<file path="src/rtl/bp_fe_pc_gen_ctrl.sv">
// bp_fe_pc_gen_ctrl: front-end fetch PC sequencing with redirect, miss replay and prediction
module bp_fe_pc_gen_ctrl #(
  parameter int eaddr_width_p = 64,
  parameter logic [eaddr_width_p-1:0] first_pc_p = 'h8000_0000
) (
  input  logic                     clk_i,
  input  logic                     reset_i,
  input  logic                     cmd_v_i,
  input  logic                     cmd_redirect_i,
  input  logic [eaddr_width_p-1:0] cmd_pc_i,
  output logic                     cmd_ready_o,
  input  logic                     pred_v_i,
  input  logic [eaddr_width_p-1:0] pred_pc_i,
  output logic                     icache_v_o,
  output logic [eaddr_width_p-1:0] icache_pc_o,
  input  logic                     icache_ready_i,
  input  logic                     icache_resp_v_i,
  input  logic                     icache_miss_i,
  input  logic                     fe_queue_ready_i,
  output logic                     fetch_v_o,
  output logic [eaddr_width_p-1:0] fetch_pc_o,
  output logic                     flush_o,
  output logic                     misaligned_o,
  output logic [1:0]               state_o
);
  localparam logic [1:0] run_s  = 2'd0;
  localparam logic [1:0] wait_s = 2'd1;
  localparam logic [1:0] halt_s = 2'd2;
  localparam logic [eaddr_width_p-1:0] four = 4;
  logic [1:0] state_r;
  logic [eaddr_width_p-1:0] pc_r, if2_pc_r, pend_pc_r, issue_pc;
  logic if2_v_r, redirect, misalign, miss, live, bp, req_v, fire;
  assign redirect = reset_i & cmd_v_i & cmd_redirect_i;
  assign misalign = redirect & (|cmd_pc_i[1:0]);
  assign miss     = if2_v_r & icache_miss_i & ~redirect;
  assign live     = if2_v_r & icache_resp_v_i & ~icache_miss_i & ~redirect;
  assign bp       = live & ~fe_queue_ready_i;
  assign issue_pc = (state_r == wait_s) ? pend_pc_r : (live & pred_v_i) ? pred_pc_i : pc_r;
  assign req_v    = reset_i & ~redirect &
                    ((state_r == wait_s) ? fe_queue_ready_i : ((state_r == run_s) & ~miss & ~bp));
  assign fire     = req_v & icache_ready_i;
  assign cmd_ready_o  = reset_i;
  assign icache_v_o   = req_v;
  assign icache_pc_o  = reset_i ? issue_pc : '0;
  assign fetch_v_o    = reset_i & live & fe_queue_ready_i;
  assign fetch_pc_o   = reset_i ? if2_pc_r : '0;
  assign flush_o      = reset_i & (redirect | miss | bp | ((state_r == halt_s) & icache_resp_v_i));
  assign misaligned_o = misalign;
  assign state_o      = reset_i ? state_r : 2'd0;
  // redirect beats miss/back-pressure; both of the latter replay the in-flight PC from WAIT
  always_ff @(posedge clk_i) begin
    if (!reset_i) begin
      state_r <= run_s;
      pc_r    <= first_pc_p;
      if2_v_r <= 1'b0;
    end else begin
      if2_v_r <= fire;
      if (fire) begin
        pc_r     <= issue_pc + four;
        if2_pc_r <= issue_pc;
      end
      if (redirect) begin
        state_r <= misalign ? halt_s : wait_s;
        if (!misalign) pend_pc_r <= cmd_pc_i;
      end else if (miss | bp) begin
        state_r   <= wait_s;
        pend_pc_r <= if2_pc_r;
      end else if (fire) begin
        state_r <= run_s;
      end
    end
  end
endmodule

</file>
<file path="config.mk">
export PLATFORM = sky130hd
export DESIGN_NAME = bp_fe_pc_gen_ctrl
export DESIGN_NICKNAME = d
export VERILOG_FILES = /design/src/rtl/bp_fe_pc_gen_ctrl.sv
export SDC_FILE = /design/constraint.sdc
export NUM_CORES = 1
export LEC_CHECK = 0
export ABC_AREA = 1
export ABC_CLOCK_PERIOD_IN_PS = 12450
export CAP_MARGIN = 20
export CORE_ASPECT_RATIO = 2
export CORE_MARGIN = 3
export CORE_UTILIZATION = 55
export CTS_CLUSTER_DIAMETER = 50
export DETAILED_ROUTE_END_ITERATION = 7
export MAX_ROUTING_LAYER = met4
export PLACE_DENSITY_LB_ADDON = 0.3
export SLEW_MARGIN = 20
export SYNTH_ARGS = -nofsm -noshare
export SYNTH_HDL_FRONTEND = slang
export SYNTH_SLANG_ARGS = --single-unit
</file>
<file path="constraint.sdc">
create_clock -name clk_i -period 12.45 [get_ports clk_i]
set_input_delay 2.49 -clock clk_i [delete_from_list [all_inputs] [get_ports clk_i]]
set_output_delay 2.49 -clock clk_i [all_outputs]
set_load 0.01 [all_outputs]
</file>
==> metrics.md, run 1 <==
| Metric | Value |
|---|---|
| Status | `completed` |
| I/O pin count | `272` |
| FF-to-FF End | `pc_r[36]` |
| Most frequent cells in the layout | `nand2_1 (815), clkdlybuf4s50_1 (269), inv_1 (264), nor2_1 (257), nand3_1 (163)` |
| Largest net degree at the start of global routing | `169` |
| Min-Delay Path Class | `flip-flop to flip-flop` |
| Worst skew pair latency | `470 ps` |
| Crit path launch | `icache_resp_v_i` |
| Final Hold Vio Count | `0` |
| Initial antenna violation count | `2` |
| Vias in the first global route | `14.7k` |
| PD cells | `107 nW/um^2` |
| Clk pin slew, worst setup/hold paths | `70 ps` |
| Longest Clk Path Bufs | `2` |
| Routed vias/inst | `5.63` |
| Die H | `229 um` |
| Routability cong. | `1.03` |
| Slew Limit Headroom | `30.7%` |
| Worst hold path depth | `2` |
| Detailed Place HPWL | `37.0 mm` |
| Initial DRC Count | `1,501` |
| Hold buffers post-CTS | `0` |
| Max frequency | `115 MHz` |
| Full die area | `27,000 um^2` |
| Initial core utilization | `55.9%` |
| Register area | `5180 um^2` |
| Layout Nets | `2,478` |
| Crit Path Class | `input port to output port` |
| DR WL/cell | `19.3 um` |
| IO Port Bufs | `271` |
| # DRC | `0` |
| Ys Warns | `0` |
| Setup crit start kind | `input port` |
| Worst hold slack | `474 ps` |
| Setup TNS | `0 ps` |
| Critical path endpoint category | `output port` |
| Gr ovfl total | `0` |
| Worst R2R Setup Slack | `7790 ps` |
| Register area share after synthesis | `37.8%` |
| Vias | `15.1k` |
| Final WL | `51.9 mm` |
| CP required | `9960 ps` |
| Syn Area/Cell | `6.37 um^2` |
| Row cnt | `81` |
| Final WS setup | `3750 ps` |
| Worst Skew | `8.71 ps` |
| Min Clock Period, post-route | `8700 ps` |
| Final setup fails | `0` |
| Max-Cap Viols | `0` |
| Area Growth Syn to Fin | `23.7%` |
| # fillers | `2,174` |
| Post-synthesis cell type count | `35` |
| Reg-to-Reg Start | `if2_v_r` |
| Sink Count | `195` |
| Commonest non-fill, non-tap cell in the layout | `nand2_1` |
| Pre-CTS setup slack | `3800 ps` |
| Root cell of the clock tree | `clkbuf_16` |
| CTS tree | `yes` |
| Slew Limit Fails | `0` |
| Static Leakage | `7.56 nW` |
| TritonCTS Buffers | `17` |
| Worst vdd ir | `0.110 mV` |
| Post-cts resize count | `0` |
| R2r worst-path depth | `18` |
| Share of cells above drive strength 1 | `6.16%` |
| Non-Filler Instances | `2,687` |
| ANT nets after route | `0` |
| Cells after Synth | `2,153` |
| Gr usage total | `38.7%` |
| First-pass GRT wire length | `79.4 mm` |
| RSZ-0062 raised after global routing | `false` |
| Syn_nets | `2,291` |
| Worst-Margin Slew | `1040 ps` |
| Detailed Routing Iterations Pass 1 | `6` |
| Core Footprint | `24,500 um^2` |
| # H-tree levels | `4` |
| Multi-input logic area | `6920 um^2` |
| Cell area after placement | `16,400 um^2` |
| Die X | `118 um` |
| Worst hold start | `pc_r[2]` |
| Hold EP | `pc_r[2]` |
| Post-CTS setup buffer count | `0` |
| Critical path arrival | `6210 ps` |
| Post-route cell area | `17,000 um^2` |
| #FFs+latches synth | `195` |
| Placed insts | `2,653` |
| CP Max Fanout | `65` |
| Part of the cycle the worst path needs | `69.9%` |
| Mapped cell area | `13,700 um^2` |
metal layers:
metal	up-vias	share of wire, %	track usage [%]
met1	6928	33	39.2
met2	816	52	67.7
met4	0	8.2	27.5
li1	7153	-	-
met5	-	0	-
met3	240	6.9	5.76
critical path: stages:
cell and delay (ps):
clkdlybuf4s50_1 480, nand2_1 90, nor2_4 70, buf_4 450
nand3_4 740, buf_4 560, or2_2 330, o211ai_1 90
o21ai_0 160, inv_1 130, nor2_1 70, clkdlybuf4s50_1 510
cell usage after synthesis:
master     instances  area [um^2]
nand2_1          816         3060
nand3_4            1         17.5
a211oi_1           1         7.51
buf_1              3         11.3
o221ai_1           1         8.76
buf_4              7         52.6
clkinv_1           1         3.75
o21a_1             3         22.5
nand3b_1           2         15.0
buf_6             10          113
nand3_1          163          816
nor2_1           257          965
or2_2             59          369
edfxtp_1         128         3840
nor2_4             2         22.5
o211ai_1           3         22.5
inv_2              4         15.0
o21ai_1            6         30.0
inv_1            265          995
dfxtp_1           67         1340
nand4_1          106          663
nor2_2            18          113
nor3_1             6         30.0
nand2_2            3         18.8
o2111ai_1          1         8.76
o21ai_0           36          180
buf_2             55          275
a21oi_1           61          305
clkbuf_1          43          161
a31oi_1            1         6.26
a31o_2             1         8.76
nand3_2            3         30.0
ha_1               1         12.5
a21oi_2            1         8.76
xor2_1            18          158
through the flow:
stage	power [mW]	util, %
global placement	1.23	66.7
global route	1.88	69.2
floorplan	1.04	-
finish	1.81	69.2
detailed placement	1.24	66.7
CTS	1.80	69.2
power by group:
part           leakage (nW)  internal, mW  total (mW)  switching, mW
clock                 0.291         0.294       0.576          0.282
sequential             1.74         0.738       0.757         0.0194
combinational          5.53         0.177       0.479          0.302
state kept, by name, indices dropped and copies added (netlist names):
name and flops:
if2_v_r 1, state_r 2, pend_pc_r 64, if2_pc_r 64
pc_r 64
kinds of logic after synthesis:
group                    share of synthesized area, %
XOR/XNOR                                         1.15
adder cells (fa/ha/maj)                        0.0912
flip-flops                                       37.8
buffers and inverters                            11.9
AND/OR/NAND/NOR                                  44.6
AO/OA/AOI/OAI                                    4.44
worst max-delay path by stage:
stage	endpoint	slack (ps)	cells after the start
floorplan	pend_pc_r[0]	4080	8
global placement	icache_pc_o[63]	3890	12
detailed placement	icache_pc_o[0]	3800	12
CTS	icache_pc_o[0]	3790	12
global route	icache_pc_o[63]	3540	12
finish	icache_pc_o[0]	3750	12
layout make-up:
| class | instances | area share, % |
|---|---|---|
| Antenna cell | 2 | 0.0295 |
| Clock buffer | 19 | 2.67 |
| Clock inverter | 13 | 0.841 |
| Inverter | 270 | 6.01 |
| Multi-Input combinational cell | 1570 | 40.8 |
| Sequential cell | 195 | 30.6 |
| Tap cell | 332 | 2.45 |
| Timing Repair Buffer | 286 | 16.7 |
Power figures use the tool's default switching activity.
==> inputs of run 2 (changes only) <==
- ABC_CLOCK_PERIOD_IN_PS: 12450 -> 8500
- CORE_UTILIZATION: 55 -> 53
- clock period: 12.45 -> 8.5 ns (I/O delays scaled with it)
==> metrics.md, run 2 (synthesized netlist as in run 1, its figures left out) <==
| Metric | Value |
|---|---|
| Die H | `233 um (+1.8%)` |
| Critical path arrival | `5070 ps (-1140 ps)` |
| ANT nets after route | `0 (unchanged)` |
| Most frequent cells in the layout | `nand2_1 (815), clkdlybuf4s50_1 (269), inv_1 (264), nor2_1 (257), nand3_1 (163)` |
| Most numerous cell on the critical path | `nand2_1` |
| Sink Count | `195 (unchanged)` |
| Failing checks | `DRC` |
| Worst R2R Setup Slack | `3900 ps (-3890 ps)` |
| Post-CTS setup buffer count | `0 (unchanged)` |
| Max frequency | `148 MHz` |
| Area Growth Syn to Fin | `23.9%` |
| CP peak stage delay | `570 ps (-170 ps)` |
| R2r worst-path depth | `16 (-2)` |
| Share of cells above drive strength 1 | `6.28% (+0.12 points)` |
| Kind of cell adding the most delay to the critical path | `simple AND/OR/NAND/NOR gates` |
| Post-cts resize count | `0 (unchanged)` |
| Crit Path Class | `input port to output port` |
| Min-Delay Path Class | `flip-flop to flip-flop` |
| Hold buffers post-CTS | `0 (unchanged)` |
| Setup TNS | `0 ps (unchanged)` |
| CP Max Fanout | `39 (-40%)` |
| Min Clock Period, post-route | `6770 ps` |
| RSZ-0062 raised after global routing | `false` |
| Full die area | `28,000 um^2 (+3.6%)` |
| Layout Nets | `2,482 (+0.16%)` |
| Slew Limit Headroom | `30.8% (+0.087 points)` |
| Hold EP | `pc_r[3]` |
| Worst hold start | `pc_r[3]` |
| Row cnt | `82 (+1.2%)` |
| Initial core utilization | `54.3% (-1.6 points)` |
| I/O pin count | `272 (unchanged)` |
| Initial DRC Count | `1,414 (-5.8%)` |
| IO Port Bufs | `271 (unchanged)` |
| Slowest-stage cell, CP | `nor2_4` |
| PD cells | `157 nW/um^2 (+47%)` |
| # DRC | `1 (+1)` |
| First-pass GRT wire length | `80.7 mm (+1.7%)` |
| Initial antenna violation count | `3 (+1)` |
| Critical-path cell list | `clkdlybuf4s50_1 > nand2_1 > nor2_4 > nand3_4 > buf_4 > nand2_1 > nand2_1 > nand2_1 > nand2_1 > nor2_1 > clkdlybuf4s50_1` |
| DR WL/cell | `19.7 um (+1.7%)` |
| Pwr Total | `2.66 mW (+47%)` |
| Worst-Margin Slew | `1040 ps (-1.31 ps)` |
| Gr usage total | `38.7% (about the same)` |
| Largest net degree at the start of global routing | `111 (-34%)` |
| Worst Skew | `9.79 ps (+1.08 ps)` |
| TritonCTS Buffers | `17 (unchanged)` |
| Core Footprint | `25,200 um^2 (+2.9%)` |
| CP required | `6800 ps (-3160 ps)` |
| Setup crit start kind | `input port` |
| Final WL | `53.0 mm (+2.1%)` |
| WP buf/inv | `3 (-2)` |
| Reg-to-Reg Start | `state_r[1]` |
| Worst vdd ir | `0.142 mV (+29%)` |
| Detailed Place HPWL | `39.0 mm (+5.4%)` |
| Largest regs | `if2_pc_r (64), pc_r (64), pend_pc_r (64)` |
| Critical path endpoint category | `output port` |
| Worst skew pair latency | `470 ps (about the same)` |
| Final setup fails | `0 (unchanged)` |
| Slew Limit Fails | `0 (unchanged)` |
| CTS tree | `yes` |
| Final Hold Vio Count | `0 (unchanged)` |
| Die X | `120 um (+1.8%)` |
| Vias | `15.1k (+0.073%)` |
| Part of the cycle the worst path needs | `79.7%` |
| Max-Cap Viols | `0 (unchanged)` |
| Final Core Density | `67.3% (-1.8 points)` |
| Pre-CTS setup slack | `1810 ps (-1990 ps)` |
| # H-tree levels | `4 (unchanged)` |
| Vias in the first global route | `14.9k (+1.4%)` |
| Clk pin slew, worst setup/hold paths | `70 ps (about the same)` |
| Longest Clk Path Bufs | `2 (unchanged)` |
| FF-to-FF End | `pc_r[54]` |
| Static Leakage | `7.57 nW (+0.18%)` |
| Commonest non-fill, non-tap cell in the layout | `nand2_1` |
| Root cell of the clock tree | `clkbuf_16` |
| Routability cong. | `1.03 (-0.42%)` |
| Worst hold path depth | `2 (unchanged)` |
| Final WS setup | `1730 ps (-2020 ps)` |
| Status | `complete, but fails checks` |
| Gr ovfl total | `0 (unchanged)` |
| Detailed Routing Iterations Pass 1 | `8 (+2)` |
| Routed vias/inst | `5.62 (-0.26%)` |
==> run 2: metal layers <==
layer  up-vias  GRT usage [%]  wire (um)
met5         -              -          0
met4         0           27.2       4160
met3       233           5.40       3180
met2       817           69.2      27900
met1      6926           38.4      17700
li1       7172              -          -
==> run 2: how the worst max path moves through the flow <==
stage,start,end,slack (ps),cells after the start
after floorplan,reset_i,pend_pc_r[0],920,8
after global placement,cmd_redirect_i,icache_pc_o[52],1830,10
after detailed placement,icache_resp_v_i,icache_pc_o[52],1810,11
after CTS,icache_resp_v_i,icache_pc_o[52],1800,11
after global routing,cmd_v_i,icache_pc_o[59],1510,9
final,icache_resp_v_i,icache_pc_o[53],1730,11
==> run 2: area by class of cell <==
cell class | count | area (um^2)
Sequential cell | 195 | 5180
Tap cell | 336 | 420
Fill cell | 2259 | 8240
Clock buffer | 18 | 429
Timing Repair Buffer | 290 | 2850
Multi-Input combinational cell | 1570 | 6920
Antenna cell | 3 | 7.51
Inverter | 270 | 1020
Clock inverter | 14 | 170
==> run 2: worst register-to-register path, stage by stage, from the launching register on <==
cell	delay (ps)
dfxtp_1	430
nor2_4	50
buf_4	350
inv_4	830
buf_4	720
or2_2	260
nand2_1	140
nor2_1	300
nand2_1	160
nor2_1	130
nand2_1	300
nor2_1	490
nand2_1	110
nand2_1	70
nand3_1	60
nand2_1	80
inv_1	40
==> run 2: power by group <==
part,switching [mW],leakage (nW),internal (mW)
combinational,0.446,5.54,0.260
sequential,0.0282,1.74,1.08
clock,0.426,0.292,0.420
total,0.900,7.57,1.76
==> run 2: stage by stage <==
step | instance area, um^2 | std cells | hold WS (ps)
final | 17000 | 2696 | 467
after global routing | 17000 | 2696 | 488
after CTS | 17000 | 2693 | 466
after detailed placement | 16400 | 2661 | 455
after global placement | 16400 | 2661 | 445
after floorplan | 13700 | 2153 | 430
